$ cat src/rtl/jcond_pkg.sv
// -----------------------------------------------------------------------------
// jcond_pkg
// Shared definitions for the jump-condition evaluation stage:
//   * condition-code values COND_Z .. COND_BLC (codes above COND_BLC are reserved)
//   * R0 flag bit indices R0_Z .. R0_X (R0 is declared [0:8], bit 0 = Z)
//   * FSM state encoding used by jcond_eval
//   * cond_reserved(): true for the reserved codes 13-15
// Optional feature macro used by the importing files: JCOND_INV_EN.
// -----------------------------------------------------------------------------
package jcond_pkg;

    // Condition codes. 0-8 test a single R0 flag whose index equals the code.
    localparam logic [3:0] COND_Z   = 4'd0;
    localparam logic [3:0] COND_M   = 4'd1;
    localparam logic [3:0] COND_V   = 4'd2;   // taken result also clears V
    localparam logic [3:0] COND_C   = 4'd3;
    localparam logic [3:0] COND_L   = 4'd4;
    localparam logic [3:0] COND_E   = 4'd5;
    localparam logic [3:0] COND_G   = 4'd6;
    localparam logic [3:0] COND_Y   = 4'd7;
    localparam logic [3:0] COND_X   = 4'd8;
    localparam logic [3:0] COND_NE  = 4'd9;   // ~E
    localparam logic [3:0] COND_LE  = 4'd10;  // L | E
    localparam logic [3:0] COND_GE  = 4'd11;  // G | E
    localparam logic [3:0] COND_BLC = 4'd12;  // all masked flags set

    // R0 flag bit positions.
    localparam int R0_Z = 0;
    localparam int R0_M = 1;
    localparam int R0_V = 2;
    localparam int R0_C = 3;
    localparam int R0_L = 4;
    localparam int R0_E = 5;
    localparam int R0_G = 6;
    localparam int R0_Y = 7;
    localparam int R0_X = 8;

    // Evaluation sequencer states.
    typedef enum logic [2:0] {
        ST_IDLE    = 3'd0,
        ST_WAIT    = 3'd1,
        ST_SAMPLE  = 3'd2,
        ST_RESOLVE = 3'd3,
        ST_CLRV    = 3'd4
    } state_t;

    // Codes 13-15 are reserved and always resolve to not-taken with an error.
    function automatic logic cond_reserved(input logic [3:0] c);
        return (c > COND_BLC);
    endfunction

endpackage

$ cat src/rtl/jcond_mux.sv
// -----------------------------------------------------------------------------
// jcond_mux
// Purely combinational condition resolver. Given a snapshot of the R0 flags,
// a condition code and a BLC mask, produces the taken/not-taken result and the
// reserved-code error flag.
//
// Ports:
//   i_snap  [0:8]  R0 flag snapshot (0=Z 1=M 2=V 3=C 4=L 5=E 6=G 7=Y 8=X)
//   i_cond  [3:0]  condition code
//   i_mask  [0:7]  BLC mask, aligned with i_snap[0:7]
//   i_inv          result inversion (only present with JCOND_INV_EN)
//   o_take         final result; always 0 for reserved codes
//   o_err          1 for reserved codes 13-15
//
// Optional feature macro: JCOND_INV_EN (adds i_inv).
// -----------------------------------------------------------------------------
module jcond_mux
    import jcond_pkg::*;
(
    input  logic [0:8] i_snap,
    input  logic [3:0] i_cond,
    input  logic [0:7] i_mask,
`ifdef JCOND_INV_EN
    input  logic       i_inv,
`endif
    output logic       o_take,
    output logic       o_err
);

    logic w_raw;
    logic w_res;

    always_comb begin
        w_raw = 1'b0;
        case (i_cond)
            COND_Z:   w_raw = i_snap[R0_Z];
            COND_M:   w_raw = i_snap[R0_M];
            COND_V:   w_raw = i_snap[R0_V];
            COND_C:   w_raw = i_snap[R0_C];
            COND_L:   w_raw = i_snap[R0_L];
            COND_E:   w_raw = i_snap[R0_E];
            COND_G:   w_raw = i_snap[R0_G];
            COND_Y:   w_raw = i_snap[R0_Y];
            COND_X:   w_raw = i_snap[R0_X];
            COND_NE:  w_raw = ~i_snap[R0_E];
            COND_LE:  w_raw = i_snap[R0_L] | i_snap[R0_E];
            COND_GE:  w_raw = i_snap[R0_G] | i_snap[R0_E];
            // Every mask bit must find its flag set; an empty mask is trivially met.
            COND_BLC: w_raw = ((i_snap[R0_Z:R0_Y] & i_mask) == i_mask);
            default:  w_raw = 1'b0;
        endcase
    end

    assign w_res = cond_reserved(i_cond);

`ifdef JCOND_INV_EN
    // Inversion applies to real codes only; reserved codes stay not-taken.
    assign o_take = ~w_res & (w_raw ^ i_inv);
`else
    assign o_take = ~w_res & w_raw;
`endif
    assign o_err  = w_res;

endmodule

$ cat src/rtl/jcond_eval.sv
// -----------------------------------------------------------------------------
// jcond_eval
// Condition-evaluation stage downstream of the R0 state register. On a request
// it waits out any pending R0 flag update, takes one snapshot of R0, resolves
// the condition through jcond_mux and reports taken/not-taken. A taken V test
// additionally drives a V-clear pulse (_0_v) back into R0.
//
// Parameters:
//   WAIT_MAX  max cycles spent waiting on flag_busy before aborting (1..15)
//   CLRV_LEN  length of the _0_v pulse in cycles (1..3)
//
// Ports:
//   clk_sys        system clock, rising edge
//   zer_           asynchronous active-low reset
//   r0     [0:8]   R0 flags (0=Z 1=M 2=V 3=C 4=L 5=E 6=G 7=Y 8=X)
//   flag_busy      an R0 flag update is in flight
//   req            evaluation request pulse, accepted only when idle
//   cond   [3:0]   condition code, captured with req
//   mask   [0:7]   BLC mask, captured with req
//   inv            result inversion, captured with req (JCOND_INV_EN only)
//   busy           high while an evaluation is in progress (state != IDLE)
//   done           one-cycle completion pulse
//   take           result, stable from done until the next accepted req
//   err            one-cycle pulse with done: reserved code or wait timeout
//   _0_v           V-clear pulse to R0
//
// Optional feature macro: JCOND_INV_EN.
//
// Every output is a flop; r0 is only ever written into the snapshot register,
// so there is no combinational path from r0 to an output. The cycle in which
// done is high is spent in the state that produced it (RESOLVE, CLRV or WAIT)
// so a req arriving alongside done is not accepted.
// -----------------------------------------------------------------------------
module jcond_eval
    import jcond_pkg::*;
#(
    parameter int WAIT_MAX = 15,
    parameter int CLRV_LEN = 2
) (
    input  logic       clk_sys,
    input  logic       zer_,
    input  logic [0:8] r0,
    input  logic       flag_busy,
    input  logic       req,
    input  logic [3:0] cond,
    input  logic [0:7] mask,
`ifdef JCOND_INV_EN
    input  logic       inv,
`endif
    output logic       busy,
    output logic       done,
    output logic       take,
    output logic       err,
    output logic       _0_v
);

    // Last wait-counter value before the timeout fires, and the value it
    // settles on when the timeout does fire.
    localparam logic [3:0] WAIT_LAST = 4'(WAIT_MAX - 1);
    localparam logic [3:0] WAIT_TOP  = 4'(WAIT_MAX);
    // _0_v cycle count at which done must be scheduled for the final CLRV cycle.
    localparam logic [1:0] CLRV_LAST = 2'(CLRV_LEN - 1);

    state_t     r_state;
    logic [3:0] r_cond;
    logic [0:7] r_mask;
    logic [0:8] r_snap;
    logic [3:0] r_wait_cnt;
    logic [1:0] r_clrv_cnt;
    logic       r_busy;
    logic       r_done;
    logic       r_take;
    logic       r_err;
    logic       r_clrv;
`ifdef JCOND_INV_EN
    logic       r_inv;
`endif

    logic       w_take;
    logic       w_err;
    logic       w_clrv_req;

    jcond_mux u_mux (
        .i_snap (r_snap),
        .i_cond (r_cond),
        .i_mask (r_mask),
`ifdef JCOND_INV_EN
        .i_inv  (r_inv),
`endif
        .o_take (w_take),
        .o_err  (w_err)
    );

    // w_take is already the final (possibly inverted) result, so an inverted
    // V test that ends up not-taken never clears V.
    assign w_clrv_req = (r_cond == COND_V) & w_take;

    always_ff @(posedge clk_sys or negedge zer_) begin
        if (!zer_) begin
            r_state    <= ST_IDLE;
            r_cond     <= 4'd0;
            r_mask     <= 8'd0;
            r_snap     <= 9'd0;
            r_wait_cnt <= 4'd0;
            r_clrv_cnt <= 2'd0;
            r_busy     <= 1'b0;
            r_done     <= 1'b0;
            r_take     <= 1'b0;
            r_err      <= 1'b0;
            r_clrv     <= 1'b0;
`ifdef JCOND_INV_EN
            r_inv      <= 1'b0;
`endif
        end else begin
            case (r_state)
                ST_IDLE: begin
                    r_done <= 1'b0;
                    r_err  <= 1'b0;
                    r_clrv <= 1'b0;
                    if (req) begin
                        r_cond     <= cond;
                        r_mask     <= mask;
`ifdef JCOND_INV_EN
                        r_inv      <= inv;
`endif
                        r_wait_cnt <= 4'd0;
                        r_busy     <= 1'b1;
                        r_state    <= flag_busy ? ST_WAIT : ST_SAMPLE;
                    end
                end

                ST_WAIT: begin
                    if (r_done) begin
                        // Timeout completion cycle.
                        r_state <= ST_IDLE;
                        r_busy  <= 1'b0;
                        r_done  <= 1'b0;
                        r_err   <= 1'b0;
                    end else if (!flag_busy) begin
                        r_state <= ST_SAMPLE;
                    end else if (r_wait_cnt == WAIT_LAST) begin
                        // Still busy after WAIT_MAX wait cycles: give up.
                        r_wait_cnt <= WAIT_TOP;
                        r_done     <= 1'b1;
                        r_err      <= 1'b1;
                        r_take     <= 1'b0;
                    end else begin
                        r_wait_cnt <= r_wait_cnt + 4'd1;
                    end
                end

                ST_SAMPLE: begin
                    // The only cycle r0 is read. A flag_busy that rises now is
                    // ignored: the updater gives one cycle of setup.
                    r_snap  <= r0;
                    r_state <= ST_RESOLVE;
                end

                ST_RESOLVE: begin
                    if (r_done) begin
                        r_state <= ST_IDLE;
                        r_busy  <= 1'b0;
                        r_done  <= 1'b0;
                        r_err   <= 1'b0;
                    end else begin
                        r_take <= w_take;
                        r_err  <= w_err;
                        if (w_clrv_req) begin
                            r_state    <= ST_CLRV;
                            r_clrv     <= 1'b1;
                            r_clrv_cnt <= 2'd1;
                            // A one-cycle pulse completes in its only cycle.
                            if (CLRV_LEN == 1) begin
                                r_done <= 1'b1;
                            end
                        end else begin
                            r_done <= 1'b1;
                        end
                    end
                end

                ST_CLRV: begin
                    if (r_done) begin
                        // Last _0_v cycle just completed; drop the pulse.
                        r_state <= ST_IDLE;
                        r_busy  <= 1'b0;
                        r_done  <= 1'b0;
                        r_clrv  <= 1'b0;
                    end else begin
                        if (r_clrv_cnt == CLRV_LAST) begin
                            r_done <= 1'b1;
                        end
                        r_clrv_cnt <= r_clrv_cnt + 2'd1;
                    end
                end

                default: begin
                    r_state <= ST_IDLE;
                    r_busy  <= 1'b0;
                    r_done  <= 1'b0;
                    r_err   <= 1'b0;
                    r_clrv  <= 1'b0;
                end
            endcase
        end
    end

    assign busy = r_busy;
    assign done = r_done;
    assign take = r_take;
    assign err  = r_err;
    assign _0_v = r_clrv;

endmodule
$ cat config.mk
export PLATFORM = sky130hd
export DESIGN_NAME = jcond_eval
export DESIGN_NICKNAME = d
export VERILOG_FILES = /design/src/rtl/jcond_pkg.sv /design/src/rtl/jcond_mux.sv /design/src/rtl/jcond_eval.sv
export SDC_FILE = /design/constraint.sdc
export NUM_CORES = 1
export LEC_CHECK = 0
export BUFFER_PORTS_ARGS = -buffer_cell sky130_fd_sc_hd__buf_2
export CORE_MARGIN = 5
export CORE_UTILIZATION = 50
export DETAILED_ROUTE_END_ITERATION = 6
export GPL_TIMING_DRIVEN = 0
export PLACE_DENSITY = 0.72
export SYNTH_ARGS = -nofsm -noshare
export SYNTH_HDL_FRONTEND = slang
export SYNTH_SLANG_ARGS = --single-unit
$ cat constraint.sdc
create_clock -name clk_sys -period 2.1 [get_ports clk_sys]
set_input_delay 0.21 -clock clk_sys [delete_from_list [all_inputs] [get_ports clk_sys]]
set_output_delay 0.21 -clock clk_sys [all_outputs]
set_load 0.005 [all_outputs]
==> report_table.html <==
<table>
<tr><th>Metric</th><th>Value</th></tr>
<tr><th colspan="2">Detailed routing</th></tr>
<tr><td>Number of design-rule violations left by the first detailed-router iteration</td><td>115</td></tr>
<tr><td>Number of nets with antenna violations after detailed routing</td><td>0</td></tr>
<tr><td># DRC</td><td>0</td></tr>
<tr><td>Vias after detailed routing</td><td>1516</td></tr>
<tr><td>Detailed Routing Iterations Pass 1</td><td>4</td></tr>
<tr><td>Via count normalized by instance count</td><td>around 5.6</td></tr>
<tr><td>Post-detailed-route wirelength per cell</td><td>~15 um</td></tr>
<tr><td>Detailed-route wire length</td><td>4039 um</td></tr>
<tr><th colspan="2">Yosys</th></tr>
<tr><td>Fraction of registers with async set or reset after synthesis</td><td>100.0%</td></tr>
<tr><td>Synth Register Bits</td><td>35</td></tr>
<tr><td>Synthesized area</td><td>about 1900 um2</td></tr>
<tr><td>Number of different library cells in the post-synthesis netlist</td><td>47</td></tr>
<tr><td>Share of the synthesized area in the top cell type</td><td>46.51%</td></tr>
<tr><td>Main synth FF type</td><td>sky130_fd_sc_hd__dfrtp_1</td></tr>
<tr><td>Top cells by area in the synthesized netlist</td><td>sky130_fd_sc_hd__dfrtp_1 47%, sky130_fd_sc_hd__mux2_2 9.0%, sky130_fd_sc_hd__o21ai_0 4.3%</td></tr>
<tr><td>Number of cells produced by synthesis</td><td>187</td></tr>
<tr><td>Largest area contributor in the synthesized netlist</td><td>sky130_fd_sc_hd__dfrtp_1</td></tr>
<tr><td>Number of enable flip-flop cells after synthesis</td><td>0</td></tr>
<tr><td>Post-synth net total</td><td>215</td></tr>
<tr><td>Register area share after synthesis</td><td>between 40% and 50%</td></tr>
<tr><td>Syn. warnings</td><td>0</td></tr>
<tr><td>Mean instance size in the synthesized netlist</td><td>10.07 um2</td></tr>
<tr><th colspan="2">STA</th></tr>
<tr><td>Achievable Freq</td><td>484.7 MHz</td></tr>
<tr><td>Least-Margin Pin Slew</td><td>778.7 ps</td></tr>
<tr><td>Setup violators final</td><td>0</td></tr>
<tr><td>Period utilization</td><td>98.23%</td></tr>
<tr><td>Max-slew headroom at the worst pin</td><td>48.09%</td></tr>
<tr><td>Total count of hold-check failures in the final report</td><td>7</td></tr>
<tr><td>Tmin final</td><td>2063 ps</td></tr>
<tr><td>Fin Hold WS</td><td>-6.704 ps</td></tr>
<tr><td>Count of final max-slew check failures</td><td>0</td></tr>
<tr><td>Setup_tns</td><td>0 ps</td></tr>
<tr><td>Largest clock skew in the final design</td><td>8.196 ps</td></tr>
<tr><td>Final worst-path setup slack</td><td>37.07 ps</td></tr>
<tr><th colspan="2">Hold path</th></tr>
<tr><td>Type of the tightest min-delay check</td><td>primary input to async pin</td></tr>
<tr><th colspan="2">Setup path</th></tr>
<tr><td>Setup crit start kind</td><td>flip-flop</td></tr>
<tr><td>Max stage delay on crit path</td><td>540 ps</td></tr>
<tr><td>Critical-path cell list</td><td>buf_2, nor3b_1, nand2_1, or4_1, nand3_1</td></tr>
<tr><td>CP required</td><td>2320 ps</td></tr>
<tr><td>Count of buffer and inverter cells on the critical path</td><td>1</td></tr>
<tr><td>Largest fanout on the critical path</td><td>10</td></tr>
<tr><td>Worst setup EP type</td><td>flip-flop</td></tr>
<tr><td>Worst path slowest cell</td><td>sky130_fd_sc_hd__nor3b_1</td></tr>
<tr><td>CP arrival</td><td>2290 ps</td></tr>
<tr><td>CP delay by family, top</td><td>simple AND/OR/NAND/NOR gates</td></tr>
<tr><td>Class of the most critical setup path</td><td>flip-flop to flip-flop</td></tr>
<tr><th colspan="2">Cells and area</th></tr>
<tr><td>Count of placed standard cells in the final layout, fillers left out</td><td>272</td></tr>
<tr><td>Finished Core Util</td><td>59.77%</td></tr>
<tr><td>Sequential Area</td><td>just under 900 um2</td></tr>
<tr><td>Antenna cells</td><td>0</td></tr>
<tr><td>Fillers</td><td>326</td></tr>
<tr><td>Area of combinational cells with multiple inputs</td><td>929.6 um2</td></tr>
<tr><td>Area delta synth-&gt;final</td><td>16.21%</td></tr>
<tr><td>Ratio of cells with drive above 1 in the final layout</td><td>26.79%</td></tr>
<tr><td>Final net count</td><td>251</td></tr>
<tr><th colspan="2">Die</th></tr>
<tr><td>FP Rows</td><td>22</td></tr>
<tr><td>Vert. Die Dim</td><td>71.37 um</td></tr>
<tr><td>Area of the die</td><td>5094 um2</td></tr>
<tr><td>Core Footprint</td><td>around 3700 um2</td></tr>
<tr><td>IO Count</td><td>30</td></tr>
<tr><td>Horiz. Die Dim</td><td>71.37 um</td></tr>
<tr><td>Initial core utilization</td><td>between 50% and 60%</td></tr>
<tr><th colspan="2">Power</th></tr>
<tr><td>Switching power as a share of total power</td><td>39.35%</td></tr>
<tr><td>Pwr Total</td><td>3.020 mW</td></tr>
<tr><td>Switching Power</td><td>1.189 mW</td></tr>
<tr><td>Leakage Power</td><td>~0.95 nW</td></tr>
<tr><td>Portion of total power attributed to the clock network</td><td>15.7%</td></tr>
<tr><td>Power per standard cell area</td><td>1380 nW/um2</td></tr>
<tr><td>IR drop worst, VDD</td><td>0.7049 mV</td></tr>
<tr><td>Internal cell power</td><td>1.832 mW</td></tr>
<tr><td>Comb pwr share</td><td>46.6%</td></tr>
<tr><td>Share of total power in sequential cells</td><td>between 30% and 40%</td></tr>
<tr><th colspan="2">GRT</th></tr>
<tr><td>Global Route Usage Sum</td><td>roughly 17%</td></tr>
<tr><td>Total congestion overflow after global routing</td><td>0</td></tr>
<tr><td>Antenna violations before repair</td><td>0</td></tr>
<tr><td>Pin count of the biggest net entering global routing</td><td>36</td></tr>
<tr><td>Wire length of the first global-routing pass</td><td>6796 um</td></tr>
<tr><td>Via count of the first global-routing pass</td><td>1480</td></tr>
<tr><th colspan="2">Clocking</th></tr>
<tr><td>Clock Sinks</td><td>35</td></tr>
<tr><td>Clock Tree Root</td><td>sky130_fd_sc_hd__clkbuf_8</td></tr>
<tr><td>CTS clock-pin slew for the worst setup and hold paths</td><td>70 ps</td></tr>
<tr><td>Hold-fix buffers, CTS</td><td>0</td></tr>
<tr><td>Clock latency of the later-clocked register in the worst-skew pair</td><td>290 ps</td></tr>
<tr><td>Clock buffer count from CTS</td><td>5</td></tr>
<tr><td>H-tree depth</td><td>2</td></tr>
<tr><td>Number of buffers on the longest clock path</td><td>2</td></tr>
<tr><td>CTS tree</td><td>done</td></tr>
<tr><td>Buffers inserted by post-CTS timing repair</td><td>0</td></tr>
<tr><th colspan="2">Placed design</th></tr>
<tr><td>Detail Placement HPWL</td><td>2863 um</td></tr>
<tr><td>Final weighted congestion in routability-driven placement</td><td>0.8477</td></tr>
<tr><td>Number of cells after detailed placement</td><td>264</td></tr>
<tr><td>Post-placement setup slack</td><td>between 100 and 150 ps</td></tr>
<tr><td>Buffers on Ports</td><td>29</td></tr>
<tr><th colspan="2">Run status</th></tr>
<tr><td>Violated checks</td><td>negative hold slack</td></tr>
<tr><td>Status</td><td>finished, violations left</td></tr>
<tr><th colspan="2">Run</th></tr>
<tr><td>Count of maximum capacitance violations</td><td>0</td></tr>
</table>
worst reg2reg max path: cells and delay by family (launching register included):
kind	cells	cell delay, ps
flip-flops	1	320
buffers and inverters	1	220
AND/OR/NAND/NOR	4	1460
worst paths after layout:
| check | slack (ps) | startpoint | endpoint | depth (start not counted) |
|---|---|---|---|---|
| setup reg to reg | 40 | r_state[0]$_DFFE_PN0P_ | r_state[0]$_DFFE_PN0P_ | 5 |
| hold / removal | -7 | zer_ | r_clrv_cnt[1]$_DFFE_PN0P_ | 1 |
| min in group clk_sys | 120 | mask[6] | r_mask[6]$_DFFE_PN0P_ | 3 |
| max in group asynchronous | 1610 | zer_ | r_mask[7]$_DFFE_PN0P_ | 1 |
| hold reg to reg | 500 | _0_v$_DFFE_PN0P_ | _0_v$_DFFE_PN0P_ | 2 |
| setup / recovery | 40 | r_state[0]$_DFFE_PN0P_ | r_state[0]$_DFFE_PN0P_ | 5 |
per-layer routing:
| layer | routed length (um) | up-vias | share of wire, % | GRT usage, % |
|---|---|---|---|---|
| li1 | - | 751 | - | - |
| met1 | 1824 | 712 | 45 | 22.35 |
| met2 | 1918 | 43 | 47 | 25.71 |
| met3 | 223 | 10 | 5.5 | 5.470 |
| met4 | 73 | 0 | 1.8 | 6.681 |
| met5 | 0 | - | 0 | 0 |
flip-flops by register name, indices dropped and copies added (netlist names), 2 cells and up:
signal / cells
r_clrv_cnt: 2
r_cond: 4
r_mask: 8
r_snap: 9
r_state: 3
r_wait_cnt: 4
metrics by stage:
stage / hold slack, ps / cell area, um2
after floorplan: -85.59 / 1883
after global placement: 334.6 / 2088
after detailed placement: 344.8 / 2088
after CTS: 35.53 / 2170
after global routing: 54.19 / 2188
final: -6.704 / 2188
layout make-up:
| class | count | share of cell area (%) |
|---|---|---|
| Clock inverter | 1 | 0.2287 |
| Timing Repair Buffer | 29 | 6.632 |
| Sequential cell | 35 | 40.02 |
| Inverter | 14 | 2.401 |
| Tap cell | 48 | 2.744 |
| Multi-Input combinational cell | 129 | 42.48 |
| Clock buffer | 7 | 3.488 |
| Buffer | 9 | 2.001 |
layout by cell type, fill, tap and decap left out, drive strengths merged, types with 2 or more instances in the layout:
cell / instances
nand2b: 9
o31ai: 4
nand2: 16
nor2b: 2
nor4: 3
dfrtp: 35
mux2i: 2
nand3: 6
clkbuf: 14
o311ai: 2
a21oi: 9
buf: 31
o22ai: 2
nor3: 5
nor4b: 2
and2: 3
mux2: 15
ha: 3
nor2: 5
o21ai: 18
inv: 14
a41oi: 2
kinds of logic (layout without fill, tap and decap cells):
| group | after synthesis | after routing | share of synthesized area [%] |
|---|---|---|---|
| simple gates | 57 | 57 | 16.61 |
| compound gates | 51 | 51 | 18.54 |
| flops | 35 | 35 | 46.51 |
| buf+inv | 23 | 60 | 5.116 |
| mux | 18 | 18 | 11.23 |
| fa+ha+maj | 3 | 3 | 1.994 |
power by group through the flow:
stage               Sequential (mW)  Clock [mW]  Combinational (mW)
detailed placement             1.15           0                1.38
CTS                            1.13       0.481                1.38
finish                         1.14       0.475                1.41
floorplan                      1.10           0                1.08
global placement               1.14           0                1.35
global route                   1.17       0.520                1.57
synth_stat cells, drive strengths merged, types with 3 or more instances:
master  number
a21oi        9
and2         3
clkbuf       7
dfrtp       35
ha           3
inv         14
mux2        15
nand2       16
nand2b       9
nand3        6
nor2         5
nor3         5
nor4         3
o21ai       18
o31ai        4
timing repair:
| action | in CTS | in global routing |
|---|---|---|
| endpoints found under the hold margin | 0 | 0 |
| setup endpoints to repair | 0 | 4 |
| resized for setup | 0 | 3 |
Note: power is estimated with default switching activity, not from simulation.
